`config.mk`:
```
export PLATFORM = sky130hd
export DESIGN_NAME = cram_bank_arb_flat
export DESIGN_NICKNAME = d
export VERILOG_FILES = /design/src/rtl/cram_bank_arb_if.sv /design/src/rtl/cram_bank_arb.sv /design/src/flat_wrapper.sv
export SDC_FILE = /design/constraint.sdc
export NUM_CORES = 1
export LEC_CHECK = 0
export ABC_AREA = 1
export CAP_MARGIN = 0
export CORE_AREA = 3 3 208 210
export DETAILED_ROUTE_END_ITERATION = 8
export DIE_AREA = 0 0 211 213
export SYNTH_ARGS = -nofsm -noshare
export SYNTH_HDL_FRONTEND = slang
export SYNTH_SLANG_ARGS = --single-unit
```
`constraint.sdc`:
```
create_clock -name clk_i -period 2.3 [get_ports clk_i]
set_input_delay 0.345 -clock clk_i [delete_from_list [all_inputs] [get_ports clk_i]]
set_output_delay 0.345 -clock clk_i [all_outputs]
set_load 0.005 [all_outputs]
```
`src/rtl/cram_bank_arb_if.sv`:
```
// cram_bank_arb_if
//   Bundles the two DMA CRAM master ports (m0 = read master, m1 = write
//   master) and the per-bank CRAM drive/return signals into one interface.
//   Signal names keep the arbiter's port naming; the _i/_o suffixes are
//   always seen from the arbiter's side.
//
//   Modports:
//     slave  - the arbiter itself (takes requests, drives banks)
//     master - the environment (DMA masters plus the CRAM banks)
//
//   Signals:
//     mK_cs_i      one-hot bank select, all-zero = idle
//     mK_wen_i     byte write enables, 0000 = read
//     mK_addr_i    byte address
//     mK_wdata_i   write data
//     mK_ready_o   request granted this cycle
//     mK_rdata_o   read data, nonzero only while mK_rvalid_o
//     mK_rvalid_o  read data valid (one cycle after a granted read)
//     bank_cs_o    per-bank chip select
//     bank_wen_o   per-bank byte enables, bank b at [4b+3:4b]
//     bank_addr_o  per-bank word address, bank b at [BANK_AW*b +: BANK_AW]
//     bank_wdata_o per-bank write data, bank b at [32b+31:32b]
//     bank_rdata_i per-bank read data, valid one cycle after a read CS
interface cram_bank_arb_if #(
  parameter int NB      = 4,
  parameter int BANK_AW = 8
);
  logic [NB-1:0]         m0_cs_i;
  logic [3:0]            m0_wen_i;
  logic [31:0]           m0_addr_i;
  logic [31:0]           m0_wdata_i;
  logic                  m0_ready_o;
  logic [31:0]           m0_rdata_o;
  logic                  m0_rvalid_o;

  logic [NB-1:0]         m1_cs_i;
  logic [3:0]            m1_wen_i;
  logic [31:0]           m1_addr_i;
  logic [31:0]           m1_wdata_i;
  logic                  m1_ready_o;
  logic [31:0]           m1_rdata_o;
  logic                  m1_rvalid_o;

  logic [NB-1:0]         bank_cs_o;
  logic [4*NB-1:0]       bank_wen_o;
  logic [BANK_AW*NB-1:0] bank_addr_o;
  logic [32*NB-1:0]      bank_wdata_o;
  logic [32*NB-1:0]      bank_rdata_i;

  modport slave (
    input  m0_cs_i, m0_wen_i, m0_addr_i, m0_wdata_i,
    output m0_ready_o, m0_rdata_o, m0_rvalid_o,
    input  m1_cs_i, m1_wen_i, m1_addr_i, m1_wdata_i,
    output m1_ready_o, m1_rdata_o, m1_rvalid_o,
    output bank_cs_o, bank_wen_o, bank_addr_o, bank_wdata_o,
    input  bank_rdata_i
  );

  modport master (
    output m0_cs_i, m0_wen_i, m0_addr_i, m0_wdata_i,
    input  m0_ready_o, m0_rdata_o, m0_rvalid_o,
    output m1_cs_i, m1_wen_i, m1_addr_i, m1_wdata_i,
    input  m1_ready_o, m1_rdata_o, m1_rvalid_o,
    input  bank_cs_o, bank_wen_o, bank_addr_o, bank_wdata_o,
    output bank_rdata_i
  );
endinterface

```
`src/rtl/cram_bank_arb.sv`:
```
// cram_bank_arb
//   Two-master to NB-bank CRAM arbiter sitting behind the DMA engine.
//   Each master targets the bank named by the lowest set bit of its CS.
//   Masters on different banks are both granted; on the same bank the
//   bank's round-robin pointer decides, and the pointer moves to the loser
//   after every conflict. Reads return one cycle after grant with a valid
//   strobe. A saturating counter records cycles with any bank conflict.
//
//   Ports:
//     clk_i          clock
//     rst_i          synchronous, active-low reset
//     bus            cram_bank_arb_if.slave (master requests, bank drive)
//     conflict_cnt_o saturating count of conflict cycles
module cram_bank_arb #(
  parameter int NB      = 4,
  parameter int BANK_AW = 8,
  parameter int CNT_W   = 16
) (
  input  logic                clk_i,
  input  logic                rst_i,
  cram_bank_arb_if.slave      bus,
  output logic [CNT_W-1:0]    conflict_cnt_o
);

  localparam int IW = (NB > 1) ? $clog2(NB) : 1;

  logic [NB-1:0] sel0, sel1, both;
  logic [NB-1:0] ptr;          // 0 = m0 favoured, 1 = m1 favoured
  logic [NB-1:0] gbank0, gbank1;
  logic          grant0, grant1;
  logic [IW-1:0] idx0, idx1;
  logic [IW-1:0] rbank0, rbank1;
  logic          rvalid0, rvalid1;
  logic [CNT_W-1:0] cnt;

  function automatic logic [IW-1:0] encode(input logic [NB-1:0] onehot);
    logic [IW-1:0] idx;
    idx = '0;
    for (int b = 0; b < NB; b++)
      if (onehot[b]) idx = IW'(b);
    return idx;
  endfunction

  // x & -x isolates the lowest set bit, so a malformed CS still maps to one bank
  assign sel0 = bus.m0_cs_i & (-bus.m0_cs_i);
  assign sel1 = bus.m1_cs_i & (-bus.m1_cs_i);
  assign both = sel0 & sel1;
  assign idx0 = encode(sel0);
  assign idx1 = encode(sel1);

  // A master loses only if it shares a bank whose pointer favours the other
  assign grant0 = rst_i && (|sel0) && !(|(both & ptr));
  assign grant1 = rst_i && (|sel1) && !(|(both & ~ptr));
  assign gbank0 = grant0 ? sel0 : '0;
  assign gbank1 = grant1 ? sel1 : '0;

  assign bus.m0_ready_o = grant0;
  assign bus.m1_ready_o = grant1;

  // Granted banks take the winner's request; idle banks are driven to zero
  always_comb begin
    bus.bank_cs_o    = '0;
    bus.bank_wen_o   = '0;
    bus.bank_addr_o  = '0;
    bus.bank_wdata_o = '0;
    for (int b = 0; b < NB; b++) begin
      if (gbank0[b]) begin
        bus.bank_cs_o[b]                     = 1'b1;
        bus.bank_wen_o[4*b +: 4]             = bus.m0_wen_i;
        bus.bank_addr_o[BANK_AW*b +: BANK_AW] = bus.m0_addr_i[BANK_AW+1:2];
        bus.bank_wdata_o[32*b +: 32]         = bus.m0_wdata_i;
      end else if (gbank1[b]) begin
        bus.bank_cs_o[b]                     = 1'b1;
        bus.bank_wen_o[4*b +: 4]             = bus.m1_wen_i;
        bus.bank_addr_o[BANK_AW*b +: BANK_AW] = bus.m1_addr_i[BANK_AW+1:2];
        bus.bank_wdata_o[32*b +: 32]         = bus.m1_wdata_i;
      end
    end
  end

  // Pointer flips on each conflicted bank, which hands it to the loser
  always_ff @(posedge clk_i) begin
    if (!rst_i) begin
      ptr     <= '0;
      rvalid0 <= 1'b0;
      rvalid1 <= 1'b0;
      rbank0  <= '0;
      rbank1  <= '0;
      cnt     <= '0;
    end else begin
      ptr     <= ptr ^ both;
      rvalid0 <= grant0 && (bus.m0_wen_i == 4'b0000);
      rvalid1 <= grant1 && (bus.m1_wen_i == 4'b0000);
      if (grant0) rbank0 <= idx0;
      if (grant1) rbank1 <= idx1;
      if ((|both) && !(&cnt)) cnt <= cnt + CNT_W'(1);
    end
  end

  assign bus.m0_rvalid_o = rvalid0;
  assign bus.m1_rvalid_o = rvalid1;
  assign bus.m0_rdata_o  = rvalid0 ? bus.bank_rdata_i[32*rbank0 +: 32] : 32'h0;
  assign bus.m1_rdata_o  = rvalid1 ? bus.bank_rdata_i[32*rbank1 +: 32] : 32'h0;
  assign conflict_cnt_o  = cnt;

endmodule

```
`src/flat_wrapper.sv`:
```
// flat-port wrapper written by rule: the top's interface ports become plain ports
module cram_bank_arb_flat 
#(
  parameter int NB      = 4,
  parameter int BANK_AW = 8,
  parameter int CNT_W   = 16
)
  (clk_i, rst_i, conflict_cnt_o, bus_m0_cs_i, bus_m0_wen_i, bus_m0_addr_i, bus_m0_wdata_i, bus_m0_ready_o, bus_m0_rdata_o, bus_m0_rvalid_o, bus_m1_cs_i, bus_m1_wen_i, bus_m1_addr_i, bus_m1_wdata_i, bus_m1_ready_o, bus_m1_rdata_o, bus_m1_rvalid_o, bus_bank_cs_o, bus_bank_wen_o, bus_bank_addr_o, bus_bank_wdata_o, bus_bank_rdata_i);
  cram_bank_arb_if #(.NB(NB), .BANK_AW(BANK_AW)) bus_i ();
  input  logic clk_i;
  input  logic rst_i;
  output logic [CNT_W-1:0] conflict_cnt_o;
  input wire logic [$bits(bus_i.m0_cs_i)-1:0] bus_m0_cs_i;
  input wire logic [$bits(bus_i.m0_wen_i)-1:0] bus_m0_wen_i;
  input wire logic [$bits(bus_i.m0_addr_i)-1:0] bus_m0_addr_i;
  input wire logic [$bits(bus_i.m0_wdata_i)-1:0] bus_m0_wdata_i;
  output wire logic [$bits(bus_i.m0_ready_o)-1:0] bus_m0_ready_o;
  output wire logic [$bits(bus_i.m0_rdata_o)-1:0] bus_m0_rdata_o;
  output wire logic [$bits(bus_i.m0_rvalid_o)-1:0] bus_m0_rvalid_o;
  input wire logic [$bits(bus_i.m1_cs_i)-1:0] bus_m1_cs_i;
  input wire logic [$bits(bus_i.m1_wen_i)-1:0] bus_m1_wen_i;
  input wire logic [$bits(bus_i.m1_addr_i)-1:0] bus_m1_addr_i;
  input wire logic [$bits(bus_i.m1_wdata_i)-1:0] bus_m1_wdata_i;
  output wire logic [$bits(bus_i.m1_ready_o)-1:0] bus_m1_ready_o;
  output wire logic [$bits(bus_i.m1_rdata_o)-1:0] bus_m1_rdata_o;
  output wire logic [$bits(bus_i.m1_rvalid_o)-1:0] bus_m1_rvalid_o;
  output wire logic [$bits(bus_i.bank_cs_o)-1:0] bus_bank_cs_o;
  output wire logic [$bits(bus_i.bank_wen_o)-1:0] bus_bank_wen_o;
  output wire logic [$bits(bus_i.bank_addr_o)-1:0] bus_bank_addr_o;
  output wire logic [$bits(bus_i.bank_wdata_o)-1:0] bus_bank_wdata_o;
  input wire logic [$bits(bus_i.bank_rdata_i)-1:0] bus_bank_rdata_i;
  assign bus_i.m0_cs_i = bus_m0_cs_i;
  assign bus_i.m0_wen_i = bus_m0_wen_i;
  assign bus_i.m0_addr_i = bus_m0_addr_i;
  assign bus_i.m0_wdata_i = bus_m0_wdata_i;
  assign bus_m0_ready_o = bus_i.m0_ready_o;
  assign bus_m0_rdata_o = bus_i.m0_rdata_o;
  assign bus_m0_rvalid_o = bus_i.m0_rvalid_o;
  assign bus_i.m1_cs_i = bus_m1_cs_i;
  assign bus_i.m1_wen_i = bus_m1_wen_i;
  assign bus_i.m1_addr_i = bus_m1_addr_i;
  assign bus_i.m1_wdata_i = bus_m1_wdata_i;
  assign bus_m1_ready_o = bus_i.m1_ready_o;
  assign bus_m1_rdata_o = bus_i.m1_rdata_o;
  assign bus_m1_rvalid_o = bus_i.m1_rvalid_o;
  assign bus_bank_cs_o = bus_i.bank_cs_o;
  assign bus_bank_wen_o = bus_i.bank_wen_o;
  assign bus_bank_addr_o = bus_i.bank_addr_o;
  assign bus_bank_wdata_o = bus_i.bank_wdata_o;
  assign bus_i.bank_rdata_i = bus_bank_rdata_i;
  cram_bank_arb #(.NB(NB), .BANK_AW(BANK_AW), .CNT_W(CNT_W)) u_core (.clk_i(clk_i), .rst_i(rst_i), .bus(bus_i), .conflict_cnt_o(conflict_cnt_o));
endmodule
```
## Yosys cells after proc, flatten, opt, wreduce, memory -nomap -nowiden

Cells that the tools add are included.

- Bitwise gates (word level): 7
- Reduce and logical (&&, ||, !) cells: 18
- Shifts and indexed selects: 2
- Add/subtract/negate cells: 3
- Muxes and demuxes: 42

Operators with widths:

| operator | count |
|---|---|
| 2-to-1 mux 32 bit | 10 |
| indexed part select 128 x 8 -> 32 bit | 2 |
| 2-to-1 mux 8 bit | 8 |
| 2-to-1 mux 4 bit | 10 |
| AND 4 bit | 5 |
| OR reduction 4 bit | 5 |
| adder 16 x 1 -> 16 bit, second input constant | 1 |
| AND reduction 16 bit | 1 |
| 2-to-1 mux 1 bit | 10 |
| logical NOT 4 bit | 2 |
| 2-to-1 mux 2 bit | 4 |
| negation 4 bit | 2 |
| logical AND 1 bit | 7 |
| inverter 4 bit | 1 |
| bitwise XOR 4 bit | 1 |
| logical NOT 1 bit | 3 |

- Register bits after elaboration: 26
- Input port bits: 274
- Word-level logic and storage cells: 78
- Output and inout bits: 264

## Logic depth before layout (Yosys ltp)

- Word-level depth: 10
- Depth in mapped cells: 15

## Worst setup path after synthesis

No wires, ideal clock.

- Path type: in2out
- From: input bus_m1_cs_i[0]
- To: output bus_bank_addr_o[10]
- Path slack: 0.050 ns
- Cell stages on the path: 12
- Arrival time: 1.905 ns
- Data required time: 1.955 ns
- Cells stage by stage: nor2_2 -> nand3_1 -> nor2_4 -> ha_1 -> nor3_1 -> nand3_1 -> inv_1 -> nand2_1 -> clkbuf_1 -> nor2_1 -> nand2_1 -> o21ai_0

- Longest elaborated chain between the ends: 10

Ends and longest elaborated chain:

| element | line | text |
|---|---|---|
| start: declaration | flat_wrapper.sv:20 | `input wire logic [$bits(bus_i.m1_cs_i)-1:0] bus_m1_cs_i;` |
| negation 4 bit | cram_bank_arb.sv:46 | `assign sel1 = bus.m1_cs_i & (-bus.m1_cs_i);` |
| AND 4 bit (*) | cram_bank_arb.sv:46 |  |
| AND 4 bit | cram_bank_arb.sv:47 | `assign both = sel0 & sel1;` |
| AND 4 bit | cram_bank_arb.sv:53 | `assign grant1 = rst_i && (\|sel1) && !(\|(both & ~ptr));` |
| OR reduction 4 bit | cram_bank_arb.sv:53 |  |
| logical NOT 1 bit | cram_bank_arb.sv:53 |  |
| logical AND 1 bit | cram_bank_arb.sv:53 |  |
| 2-to-1 mux 4 bit | cram_bank_arb.sv:55 | `assign gbank1 = grant1 ? sel1 : '0;` |
| 2-to-1 mux 8 bit | cram_bank_arb.sv:72 | `end else if (gbank1[b]) begin` |
| 2-to-1 mux 8 bit (*) | cram_bank_arb.sv:67 | `if (gbank0[b]) begin` |
| end: declaration | flat_wrapper.sv:29 | `output wire logic [$bits(bus_i.bank_addr_o)-1:0] bus_bank_addr_o;` |

Every way passes the cells marked *; elsewhere a longest branch is shown, timed or not.

## Final worst setup path

- From: register u_core.ptr[0]
- To: output bus_bank_wen_o[5]

- Longest elaborated chain between the ends: 8

Ends and longest elaborated chain:

| element | line | text |
|---|---|---|
| start: declaration | cram_bank_arb.sv:28 | `logic [NB-1:0] ptr;` |
| start signal: assignment | cram_bank_arb.sv:91 | `ptr <= ptr ^ both;` |
| inverter 4 bit | cram_bank_arb.sv:53 |  |
| AND 4 bit | cram_bank_arb.sv:53 |  |
| OR reduction 4 bit | cram_bank_arb.sv:53 |  |
| logical NOT 1 bit | cram_bank_arb.sv:53 |  |
| logical AND 1 bit | cram_bank_arb.sv:53 |  |
| 2-to-1 mux 4 bit | cram_bank_arb.sv:55 |  |
| 2-to-1 mux 4 bit | cram_bank_arb.sv:72 |  |
| 2-to-1 mux 4 bit (*) | cram_bank_arb.sv:67 |  |
| end: declaration | flat_wrapper.sv:28 | `output wire logic [$bits(bus_i.bank_wen_o)-1:0] bus_bank_wen_o;` |

Marked as above.

==> flow_results.xml <==
<?xml version="1.0" encoding="UTF-8"?>
<metrics>
  <group name="outcome">
    <metric name="run_status" unit="">finished, violations left</metric>
    <metric name="violated_checks" unit="">setup timing</metric>
  </group>
  <group name="clock_tree">
    <metric name="cts_root_buf" unit="">sky130_fd_sc_hd__clkbuf_16</metric>
    <metric name="clk_pin_slew" unit="ns">0.07</metric>
    <metric name="cts_tree" unit="">yes</metric>
    <metric name="cts_hold_buffers_added" unit="">0</metric>
    <metric name="numCtsBuffers" unit="">3</metric>
    <metric name="clock_latency" unit="ns">0.26</metric>
    <metric name="htree_levels" unit="">1</metric>
    <metric name="num_clock_sinks" unit="">26</metric>
    <metric name="cts.path.max_buffers" unit="">2</metric>
  </group>
  <group name="finish">
    <metric name="multi_input_comb_area" unit="sq mm">0.00668</metric>
    <metric name="post_route_cells_drive_above_1_share" unit="%">42.0</metric>
    <metric name="area.sequential" unit="sq um">539</metric>
    <metric name="nFillCells" unit="">4307</metric>
    <metric name="finish.net_count" unit="">2364</metric>
    <metric name="area_growth_from_synthesis_to_layout" unit="%">148</metric>
  </group>
  <group name="place">
    <metric name="dpl_worst_slack" unit="ns">-1.25</metric>
    <metric name="dp_hpwl" unit="microns">35400</metric>
    <metric name="gp_congestion" unit="">0.921</metric>
    <metric name="buffer_ports.inserted" unit="">489</metric>
  </group>
  <group name="synth">
    <metric name="post-synth-top-area-cell" unit="">sky130_fd_sc_hd__nand2_1</metric>
    <metric name="synth_warnings" unit="">0</metric>
    <metric name="synthCells" unit="">1407</metric>
    <metric name="syn_avg_cell_area" unit="sq um">4.77</metric>
    <metric name="yosys_register_bits" unit="">26</metric>
    <metric name="syn_nets" unit="">1689</metric>
    <metric name="syn_area" unit="sq mm">0.00672</metric>
    <metric name="yosys-top-cells-area" unit="">sky130_fd_sc_hd__nand2_1, sky130_fd_sc_hd__o21ai_0, sky130_fd_sc_hd__inv_1, sky130_fd_sc_hd__a21oi_1, sky130_fd_sc_hd__nor2_1</metric>
    <metric name="ys_seq_area_share" unit="%">7.75</metric>
    <metric name="synth_cell_types" unit="">28</metric>
    <metric name="synthDominantCellAreaShare" unit="%">23.2</metric>
  </group>
  <group name="floorplanning">
    <metric name="die_h" unit="microns">213</metric>
    <metric name="floorplan.core_area" unit="sq mm">0.0418</metric>
    <metric name="die-area" unit="sq mm">0.0449</metric>
    <metric name="die_width" unit="microns">211</metric>
    <metric name="floorplan.initialDensity" unit="%">16.1</metric>
    <metric name="floorplan.io_pins" unit="">538</metric>
    <metric name="row_count" unit="">75</metric>
  </group>
  <group name="hold_path">
    <metric name="worstHoldStart" unit="">bus_m1_cs_i[0]</metric>
    <metric name="min_path_type" unit="">in2reg</metric>
  </group>
  <group name="setup_path">
    <metric name="timing.critical_path.to_type" unit="">primary output</metric>
    <metric name="crit-reg2reg-launch" unit="">u_core.conflict_cnt_o[0]$_SDFFE_PN0P_</metric>
    <metric name="worstPathArrival" unit="ns">2.31</metric>
    <metric name="startpoint_type" unit="">flop</metric>
    <metric name="cp_cell_sequence" unit="">buf_6 -&gt; ha_4 -&gt; nor2_4 -&gt; nand4_4 -&gt; a21oi_4 -&gt; buf_12 -&gt; nand2_8 -&gt; buf_12 -&gt; buf_12 -&gt; buf_12 -&gt; o21ai_4 -&gt; buf_2</metric>
    <metric name="cp_common_cell" unit="">sky130_fd_sc_hd__buf_12</metric>
    <metric name="critical-path-max-stage-delay" unit="ns">0.33</metric>
    <metric name="timing.critical_path.from" unit="">u_core.ptr[0]$_SDFF_PN0_</metric>
    <metric name="path_class" unit="">reg2out</metric>
    <metric name="worst_ep_required_time" unit="ns">1.96</metric>
    <metric name="crit_path_top_delay_cell" unit="">sky130_fd_sc_hd__dfxtp_2</metric>
    <metric name="top_fanout_value_on_the_critical_path" unit="">8</metric>
  </group>
  <group name="sta">
    <metric name="skew" unit="ns">0.00113</metric>
    <metric name="slew_headroom" unit="%">69.7</metric>
    <metric name="hold_violations" unit="">0</metric>
    <metric name="crit_share_post_route" unit="%">116</metric>
    <metric name="worst_hold_slack" unit="ns">0.531</metric>
    <metric name="setup_repair_after_global_routing_missed_its_margin" unit="">yes</metric>
    <metric name="setup-tns-final" unit="ns">-40.15</metric>
    <metric name="post-route-worst-setup-slack" unit="ns">-0.359</metric>
    <metric name="report.final.slew_viol_count" unit="">0</metric>
    <metric name="final_period_minus_worst_setup_slack" unit="ns">2.66</metric>
    <metric name="tightestPinTransition" unit="ns">0.454</metric>
    <metric name="setup_viol_count_final" unit="">179</metric>
    <metric name="timing.fmax" unit="GHz">0.376</metric>
  </group>
  <group name="power_and_ir_drop">
    <metric name="vdd_drop_max" unit="mV">0.309</metric>
    <metric name="p_total" unit="mW">3.29</metric>
    <metric name="total_leakage_power" unit="nW">8.07</metric>
    <metric name="pwr_density_cell" unit="mW/mm^2">198</metric>
  </group>
  <group name="drt">
    <metric name="vias_per_cell" unit="">4.75</metric>
    <metric name="ant_nets" unit="">0</metric>
    <metric name="totalWireLength" unit="microns">56400</metric>
    <metric name="initialDrtViolationCount" unit="">844</metric>
    <metric name="firstDrtPassIters" unit="">6</metric>
    <metric name="post_drt_wl_per_cell" unit="microns">21.5</metric>
    <metric name="vias" unit="">12500</metric>
    <metric name="drc_errors" unit="">0</metric>
  </group>
  <group name="grt">
    <metric name="track_usage" unit="%">22.4</metric>
    <metric name="grt_start_max_net_pins" unit="">54</metric>
    <metric name="antenna_found_initial" unit="">5</metric>
    <metric name="grt_pass1_vias" unit="">12200</metric>
    <metric name="grt_first_pass_wirelength" unit="microns">76900</metric>
    <metric name="overall_overflow_remaining_after_global_route" unit="">0</metric>
  </group>
  <group name="flow_run">
    <metric name="drv_cap" unit="">0</metric>
  </group>
</metrics>
-- synthesized netlist by cell type, drive strengths merged --
master	count
dfxtp	26
buf	40
a31oi	1
nand3b	1
a21oi	146
nand2	419
clkbuf	65
xnor2	4
o211ai	64
xor2	3
nor3	3
ha	8
nor2	165
inv	212
o21ai	217
nand4	7
nand3	26
-- final cells by class --
class / instances / area share, %
Multi-Input combinational cell: 1064 / 40.2
Inverter: 212 / 4.86
Sequential cell: 26 / 3.24
Timing Repair Buffer: 775 / 47.0
Antenna cell: 3 / 0.0451
Clock buffer: 4 / 0.602
Tap cell: 539 / 4.05
-- power by group --
part	total, mW	internal (mW)	switching [mW]
combinational	2.34	1.18	1.17
clock	0.475	0.303	0.172
sequential	0.479	0.459	0.0198
total	3.29	1.94	1.36
-- per-stage QoR --
stage	instances	util, %	area (sq um)
finish	2623	39.8	16600
global route	2622	39.8	16600
CTS	2610	37.0	15400
detailed placement	2458	31.2	13000
global placement	2458	31.2	13000
floorplan	1407	-	6720
-- critical path, delay by kind of cell (launching register included) --
family | cells | cell delay (ns)
compound gates | 2 | 0.35
fa+ha+maj | 1 | 0.16
buf+inv | 6 | 0.85
flops | 1 | 0.33
simple gates | 3 | 0.34
-- path summary, 6_finish.rpt --
path,slack (ns),depth (start not counted),end
worst max-delay path,-0.36,12,bus_bank_wen_o[5]
worst min-delay path,0.53,5,u_core.ptr[0]$_SDFF_PN0_
worst max register to register,0.21,10,u_core.conflict_cnt_o[7]$_SDFFE_PN0P_
worst min register to register,0.54,2,u_core.conflict_cnt_o[15]$_SDFFE_PN0P_
-- routing by layer --
| layer | GRT usage, % | routed length [microns] |
|---|---|---|
| met2 | 42.1 | 28200 |
| met5 | 0 | 7 |
| met1 | 24.7 | 20700 |
| met3 | 5.11 | 4530 |
| met4 | 7.94 | 2950 |
-- cell usage in the layout, fill, tap and decap left out, drive strengths merged --
master,Yosys,layout
nor3,3,3
o21ai,217,217
ha,8,8
nand2,419,419
nand3b,1,1
dlymetal6s2s,0,27
inv,212,212
clkdlybuf4s15,0,1
buf,40,463
dfxtp,26,26
clkdlybuf4s50,0,258
nand3,26,26
xor2,3,3
a21oi,146,146
diode,0,3
nor2,165,165
nand4,7,7
bufbuf,0,2
dlygate4sd2,0,14
clkbuf,65,14
xnor2,4,4
o211ai,64,64
a31oi,1,1
-- repair_timing --
item | 4_1_cts | 5_1_grt
buffers inserted | 120 | 35
endpoints found under the setup margin | 221 | 216
gates resized for setup | 1244 | 405
gates cloned | 30 | 9
pin swaps | 90 | 107
-- cell families after synthesis --
family | synth area share [%]
AND/OR/NAND/NOR | 36.1
XOR/XNOR | 0.913
buffers and inverters | 19.2
flip-flops | 7.75
adder cells (fa/ha/maj) | 1.49
AO/OA/AOI/OAI | 34.5
-- sequential cells by signal (all words and copies together), names as in the netlist --
| register | cells |
|---|---|
| u_core.rbank1 | 2 |
| u_core.bus.m1_rvalid_o | 1 |
| u_core.bus.m0_rvalid_o | 1 |
| u_core.ptr | 4 |
| u_core.rbank0 | 2 |
| u_core.conflict_cnt_o | 16 |
Power figures use the tool's default switching activity.
